<file path="config.mk">
export PLATFORM = sky130hd
export DESIGN_NAME = spi_frame_slave
export DESIGN_NICKNAME = d
export VERILOG_FILES = /design/src/rtl/spi_pkg.sv /design/src/rtl/spi_sync.sv /design/src/rtl/spi_frame_slave.sv
export SDC_FILE = /design/constraint.sdc
export NUM_CORES = 1
export LEC_CHECK = 0
export BUFFER_PORTS_ARGS = -buffer_cell sky130_fd_sc_hd__buf_4
export CORE_MARGIN = 2
export CORE_UTILIZATION = 60
export DETAILED_ROUTE_END_ITERATION = 10
export PLACE_DENSITY = 0.82
export SYNTH_ARGS = -nofsm -noshare
export SYNTH_HDL_FRONTEND = slang
export SYNTH_HIERARCHICAL = 1
export SYNTH_SLANG_ARGS = --single-unit
</file>
<file path="constraint.sdc">
create_clock -name sysClk -period 4.15 [get_ports sysClk]
set_input_delay 0.415 -clock sysClk [delete_from_list [all_inputs] [get_ports sysClk]]
set_output_delay 0.415 -clock sysClk [all_outputs]
set_load 0.01 [all_outputs]
</file>
<file path="src/rtl/spi_pkg.sv">
// Shared definitions for the SPI frame slave.
//   state_e    : frame FSM states
//   frame_bits : frame length in bits, 8 * max(rx_bytes, tx_bytes)
package spi_pkg;

  typedef enum logic [1:0] {
    ST_IDLE  = 2'd0,
    ST_SHIFT = 2'd1,
    ST_DONE  = 2'd2
  } state_e;

  function automatic int unsigned frame_bits(input int unsigned rx_bytes,
                                             input int unsigned tx_bytes);
    return 8 * ((rx_bytes > tx_bytes) ? rx_bytes : tx_bytes);
  endfunction

endpackage

</file>
<file path="src/rtl/spi_sync.sv">
// Multi-flop synchroniser for one asynchronous input bit.
//   i_clk   : destination clock
//   i_rst_n : asynchronous active-low reset; all stages take RST_VAL
//   i_d     : asynchronous input
//   o_q     : synchronised output (last stage)
module spi_sync
  import spi_pkg::*;
#(
  parameter int unsigned STAGES  = 2,
  parameter logic        RST_VAL = 1'b0
) (
  input  logic i_clk,
  input  logic i_rst_n,
  input  logic i_d,
  output logic o_q
);

  logic [STAGES-1:0] r_sync;

  always_ff @(posedge i_clk or negedge i_rst_n) begin
    if (!i_rst_n) begin
      r_sync <= {STAGES{RST_VAL}};
    end else begin
      r_sync <= {r_sync[STAGES-2:0], i_d};
    end
  end

  assign o_q = r_sync[STAGES-1];

endmodule

</file>
<file path="src/rtl/spi_frame_slave.sv">
// SPI slave that exchanges fixed-length frames, oversampling the SPI bus
// with the system clock.
//   sysClk     : system clock (only clock in the block)
//   reset_n    : asynchronous active-low reset
//   spiClk     : SPI clock from master (asynchronous)
//   mosi       : master-out data, MSB first
//   cs         : active-low chip select
//   miso       : slave-out data, MSB first; 0 while cs is high
//   rx_data    : last complete received payload
//   rx_valid   : one-cycle pulse per completed frame
//   tx_data    : payload for the next frame
//   tx_load    : latch tx_data into the TX shadow (only while idle)
//   busy       : high while a frame is active
//   frame_err  : one-cycle pulse on a truncated frame
//   tx_overrun : one-cycle pulse when tx_load is rejected
module spi_frame_slave
  import spi_pkg::*;
#(
  parameter int unsigned RX_BYTES    = 4,
  parameter int unsigned TX_BYTES    = 4,
  parameter logic        CPOL        = 1'b0,
  parameter logic        CPHA        = 1'b0,
  parameter int unsigned SYNC_STAGES = 2
) (
  input  logic                    sysClk,
  input  logic                    reset_n,
  input  logic                    spiClk,
  input  logic                    mosi,
  input  logic                    cs,
  output logic                    miso,
  output logic [8*RX_BYTES-1:0]   rx_data,
  output logic                    rx_valid,
  input  logic [8*TX_BYTES-1:0]   tx_data,
  input  logic                    tx_load,
  output logic                    busy,
  output logic                    frame_err,
  output logic                    tx_overrun
);

  localparam int unsigned FB  = frame_bits(RX_BYTES, TX_BYTES);
  localparam int unsigned RXW = 8 * RX_BYTES;
  localparam int unsigned TXW = 8 * TX_BYTES;
  localparam int unsigned CW  = $clog2(FB + 1);

  logic w_sclk_s, w_mosi_s, w_cs_s;

  spi_sync #(.STAGES(SYNC_STAGES), .RST_VAL(CPOL)) u_sync_sclk (
    .i_clk(sysClk), .i_rst_n(reset_n), .i_d(spiClk), .o_q(w_sclk_s)
  );
  spi_sync #(.STAGES(SYNC_STAGES), .RST_VAL(1'b0)) u_sync_mosi (
    .i_clk(sysClk), .i_rst_n(reset_n), .i_d(mosi), .o_q(w_mosi_s)
  );
  spi_sync #(.STAGES(SYNC_STAGES), .RST_VAL(1'b1)) u_sync_cs (
    .i_clk(sysClk), .i_rst_n(reset_n), .i_d(cs), .o_q(w_cs_s)
  );

  state_e           r_state;
  logic             r_sclk_d;
  logic             r_cs_d;
  logic [1:0]       r_flush;
  logic             r_armed;
  logic [RXW-1:0]   r_rx_sr;
  logic [FB-1:0]    r_tx_sr;
  logic [TXW-1:0]   r_shadow;
  logic [CW-1:0]    r_cnt;
  logic             r_miso;
  logic [RXW-1:0]   r_rx_data;
  logic             r_rx_valid;
  logic             r_frame_err;
  logic             r_tx_overrun;

  logic             w_sclk_rise, w_sclk_fall, w_lead, w_trail;
  logic             w_sample, w_shift;
  logic             w_flush_done, w_cs_fall;
  logic [TXW-1:0]   w_tx_src;
  logic [FB-1:0]    w_tx_frame;
  logic [RXW-1:0]   w_rx_next;

  assign w_sclk_rise = w_sclk_s & ~r_sclk_d;
  assign w_sclk_fall = ~w_sclk_s & r_sclk_d;
  assign w_lead      = CPOL ? w_sclk_fall : w_sclk_rise;
  assign w_trail     = CPOL ? w_sclk_rise : w_sclk_fall;
  assign w_sample    = CPHA ? w_trail : w_lead;
  assign w_shift     = CPHA ? w_lead : w_trail;

  // The synchroniser holds reset values for SYNC_STAGES cycles after reset;
  // only once real samples have arrived and cs has been seen high is a
  // cs fall trusted, so a frame already running at reset release is skipped.
  assign w_flush_done = (r_flush == 2'(SYNC_STAGES));
  assign w_cs_fall    = r_armed & r_cs_d & ~w_cs_s;

  // A load coinciding with frame start is used directly for that frame.
  assign w_tx_src  = tx_load ? tx_data : r_shadow;
  assign w_rx_next = {r_rx_sr[RXW-2:0], w_mosi_s};

  always_comb begin
    w_tx_frame = '0;
    w_tx_frame[FB-1 -: TXW] = w_tx_src;
  end

  always_ff @(posedge sysClk or negedge reset_n) begin
    if (!reset_n) begin
      r_state      <= ST_IDLE;
      r_sclk_d     <= CPOL;
      r_cs_d       <= 1'b1;
      r_flush      <= '0;
      r_armed      <= 1'b0;
      r_rx_sr      <= '0;
      r_tx_sr      <= '0;
      r_shadow     <= '0;
      r_cnt        <= '0;
      r_miso       <= 1'b0;
      r_rx_data    <= '0;
      r_rx_valid   <= 1'b0;
      r_frame_err  <= 1'b0;
      r_tx_overrun <= 1'b0;
    end else begin
      r_sclk_d     <= w_sclk_s;
      r_cs_d       <= w_cs_s;
      r_rx_valid   <= 1'b0;
      r_frame_err  <= 1'b0;
      r_tx_overrun <= tx_load && (r_state != ST_IDLE);

      if (!w_flush_done) begin
        r_flush <= r_flush + 2'd1;
      end
      if (w_flush_done && w_cs_s) begin
        r_armed <= 1'b1;
      end

      if (tx_load && (r_state == ST_IDLE)) begin
        r_shadow <= tx_data;
      end

      case (r_state)
        ST_IDLE: begin
          r_miso <= 1'b0;
          if (w_cs_fall) begin
            r_state <= ST_SHIFT;
            r_cnt   <= '0;
            r_rx_sr <= '0;
            // CPHA=0 presents the MSB immediately; CPHA=1 waits for the
            // first leading edge to shift it out.
            if (CPHA) begin
              r_tx_sr <= w_tx_frame;
            end else begin
              r_miso  <= w_tx_frame[FB-1];
              r_tx_sr <= w_tx_frame << 1;
            end
          end
        end
        ST_SHIFT: begin
          if (w_cs_s) begin
            r_state     <= ST_IDLE;
            r_frame_err <= 1'b1;
            r_miso      <= 1'b0;
          end else begin
            if (w_shift) begin
              r_miso  <= r_tx_sr[FB-1];
              r_tx_sr <= r_tx_sr << 1;
            end
            if (w_sample) begin
              r_rx_sr <= w_rx_next;
              r_cnt   <= r_cnt + CW'(1);
              if (r_cnt == CW'(FB - 1)) begin
                r_state    <= ST_DONE;
                r_rx_data  <= w_rx_next;
                r_rx_valid <= 1'b1;
                r_miso     <= 1'b0;
              end
            end
          end
        end
        ST_DONE: begin
          r_miso <= 1'b0;
          if (w_cs_s) begin
            r_state <= ST_IDLE;
          end
        end
        default: begin
          r_state <= ST_IDLE;
        end
      endcase
    end
  end

  assign miso       = r_miso & ~cs;
  assign rx_data    = r_rx_data;
  assign rx_valid   = r_rx_valid;
  assign busy       = (r_state != ST_IDLE);
  assign frame_err  = r_frame_err;
  assign tx_overrun = r_tx_overrun;

endmodule
</file>
==> results_dict.tcl <==
set metrics [dict create \
    synthAdderAreaFrac 0.0139 \
    crit_required_ns 4.59 \
    clkLatencyLatePin_ns 0.52 \
    hpwl_mm 6.89 \
    critPathKind "reg -> reg" \
    finClkSkew_ns 0.00926 \
    grtUsageMet1 0.284 \
    netlist_instances 561 \
    die_y_um 106 \
    clock_path_buffers 2 \
    clock_sinks 149 \
    io_buffers 74 \
    rsz0062_at_grt "false" \
    cts_buffers 17 \
    h-tree-depth 4 \
    yosys.area.top_type "dfrtp_1" \
    finish.utilization 0.733 \
    register_area_um2 3730 \
    viasPerCell 5.43 \
    post_cts_buffers 0 \
    start_util 0.615 \
    ys_seq_area_frac 0.593 \
    clock_power_share 0.323 \
    cp.arrival_ns 3.01 \
    drive_gt1_frac 0.288 \
    end_kind "flip-flop" \
    grt_pass1_vias 4053 \
    timing.hold.ws_ns 0.0665 \
    power.share.combinational 0.231 \
    power.density_nw_per_um2 597 \
    p_int_mw 3.12 \
    layout_common_cells "dfrtp_1, nand2_1, buf_4, o21ai_0, mux2_2" \
    drc_errors 0 \
    max_stage_delay_ns 0.72 \
    fmax_ghz 0.389 \
    post-route-period-util 0.619 \
    r2r-start "r_state[0]$_DFFE_PN0P_" \
    drtIter0Drc 174 \
    dr.pass1.iters 4 \
    crit_chain "inv_1 -> ha_1 -> nand2b_1 -> a221o_2 -> or4_1 -> a21oi_1" \
    cts-resized-gates 0 \
    fillers 705 \
    syn_area_um2 6290 \
    pre_cts_ws_ns 1.57 \
    worst_slack_ns 1.58 \
    clk_pin_slew_ns 0.06 \
    cts_tree "yes" \
    synth.net_count 606 \
    syn_avg_cell_area_um2 11.2 \
    worst_slew_pin_slew_ns 1.09 \
    grt-busiest-layer "met2" \
    final_nets 669 \
    antenna_found_initial 0 \
    grt_use_met2 0.333 \
    slew_viol_final 0 \
    seqPwrFrac 0.446 \
    grt_pass1_wl_mm 18.8 \
    synth_compound_area_frac 0.0903 \
    ios 75 \
    syn_to_final_growth_pct 19.2 \
    fp-row-count 37 \
    final.setup.tns_ns 0 \
    finalHoldViolCount 0 \
    ant_nets 0 \
    startpoint "r_state[0]$_DFFE_PN0P_" \
    vdd_drop_max_uv 375 \
    leakagePower_nw 3.58 \
    max_slew_margin 0.275 \
    die_area_um2 11300 \
    synth_mux_area_frac 0.171 \
    synth_top_family_by_area "multiplexers" \
    multi_input_area_um2 2400 \
    synth_cell_types 31 \
    gp_congestion 0.738 \
    cts_root_buffer "clkbuf_8" \
    maxCapViolations 0 \
    vias 4189 \
    slowest_stage "a221o_2" \
    ys_seq_elements 149 \
    swShare 0.304 \
    path_max_fanout 74 \
    synthXorXnorAreaFrac 0.00139 \
    dieWidth_um 106 \
    finalSetupViolCount 0 \
    status "completed" \
    hold_class "in -> async" \
    grtUsageMet3 0.0613 \
    fin_crit_ns 2.57 \
    synth_top_area_share 0.581 \
    wire_per_inst_um 14.2 \
    start_kind "flip-flop" \
    grt_start_max_net_pins 126 \
    grt_overflow 0 \
    final_common_cell "dfrtp_1" \
    wl_mm 10.9 \
    power_switching_mw 1.36 \
    antenna_cells 0 \
    grtUsageTotal 0.211 \
    yosysWarnings 6 \
    yosys.area_share.simple 0.102 \
    synth_area_leaders "dfrtp_1, mux2_2, nand2_1" \
    core_um2 10200 \
]
-- synth_stat cells --
library cell	count
a221o_1	2
nor3_1	1
nand3_2	1
buf_1	7
mux2_2	67
and2_1	1
mux2i_1	32
o41ai_1	1
nand2b_1	6
a22o_1	1
buf_2	7
nand2_1	100
dfrtp_1	146
a21oi_1	36
ha_1	7
a21o_1	1
dfstp_2	3
nand3b_1	2
o31ai_1	1
nand3_1	3
xnor2_1	1
nor2_1	30
or4_1	1
inv_1	6
clkbuf_1	22
o21ai_0	67
or3_1	4
and2b_1	1
buf_6	1
nor4b_2	1
nor2b_1	2
-- state kept, by name, indices dropped and copies added, names as in the netlist --
| signal | count |
|---|---|
| r_shadow | 32 |
| rx_data | 32 |
| r_rx_sr | 31 |
| r_tx_sr | 31 |
| r_cnt | 6 |
| r_flush | 2 |
| r_state | 2 |
| u_sync_cs/r_sync | 2 |
| u_sync_mosi/r_sync | 2 |
| u_sync_sclk/r_sync | 2 |
| frame_err | 1 |
| r_armed | 1 |
| r_cs_d | 1 |
| r_miso | 1 |
| r_sclk_d | 1 |
| rx_valid | 1 |
| tx_overrun | 1 |
-- kinds of logic (layout without fill, tap and decap cells) --
kind of cell / Yosys count / after routing
adders and majority gates: 7 / 7
buffers and inverters: 43 / 118
xor gates and xnor gates: 1 / 1
and+or+nand+nor: 153 / 153
AOI/OAI and AO/OA: 109 / 109
DFF: 149 / 149
muxes: 99 / 99
-- final cells by class --
| class | count | area share |
|---|---|---|
| Tap cell | 136 | 0.0227 |
| Clock buffer | 19 | 0.0575 |
| Multi-Input combinational cell | 369 | 0.320 |
| Clock inverter | 12 | 0.0172 |
| Inverter | 6 | 0.00300 |
| Timing Repair Buffer | 81 | 0.0825 |
| Sequential cell | 149 | 0.497 |
-- per-layer routing --
metal | part of all wire | up-vias
li1 | - | 2061
met1 | 0.45 | 2029
met2 | 0.49 | 84
met3 | 0.041 | 15
met4 | 0.016 | 0
met5 | 0 | -
-- metrics by stage --
step | total power [mW] | instance area [um^2] | cells
6_report | 4.48 | 7500 | 772
5_1_grt | 4.76 | 7500 | 772
4_1_cts | 4.52 | 7500 | 772
3_5_place_dp | 3.06 | 6910 | 738
3_3_place_gp | 2.98 | 6910 | 738
2_1_floorplan | 2.78 | 6290 | 561
-- power groups by stage --
| stage | Clock (mW) | Sequential, mW | Combinational (mW) |
|---|---|---|---|
| global route | 1.54 | 2.04 | 1.18 |
| floorplan | 0 | 1.96 | 0.828 |
| CTS | 1.47 | 2.00 | 1.05 |
| global placement | 0 | 1.99 | 0.991 |
| detailed placement | 0 | 2.02 | 1.04 |
| finish | 1.45 | 2.00 | 1.04 |
-- worst paths after layout --
check                                             endpoint  slack (ns)  depth (start not counted)
setup reg to reg                      r_cnt[5]$_DFFE_PN0P_        1.58                          6
hold reg to reg            u_sync_mosi/r_sync[1]$_DFF_PN0_        0.35                          0
setup / recovery                      r_cnt[5]$_DFFE_PN0P_        1.58                          6
hold / removal                     r_rx_sr[11]$_DFFE_PN0P_        0.07                          1
max in group asynchronous               rx_valid$_DFF_PN0_        3.19                          2
min in group sysClk               r_shadow[16]$_DFFE_PN0P_        0.13                          2
-- repair_timing --
action | CTS | global route
setup endpoints to repair | 0 | 0
hold buffers | 3 | 0
endpoints found under the hold margin | 3 | 0
-- critical path, delay by kind of cell (launching register included) --
family	cells	cell delay (ns)
AOI/OAI and AO/OA	2	0.87
and+or+nand+nor	2	0.80
DFF	1	0.44
adders and majority gates	1	0.27
buffers and inverters	1	0.12
Power figures use the tool's default switching activity.
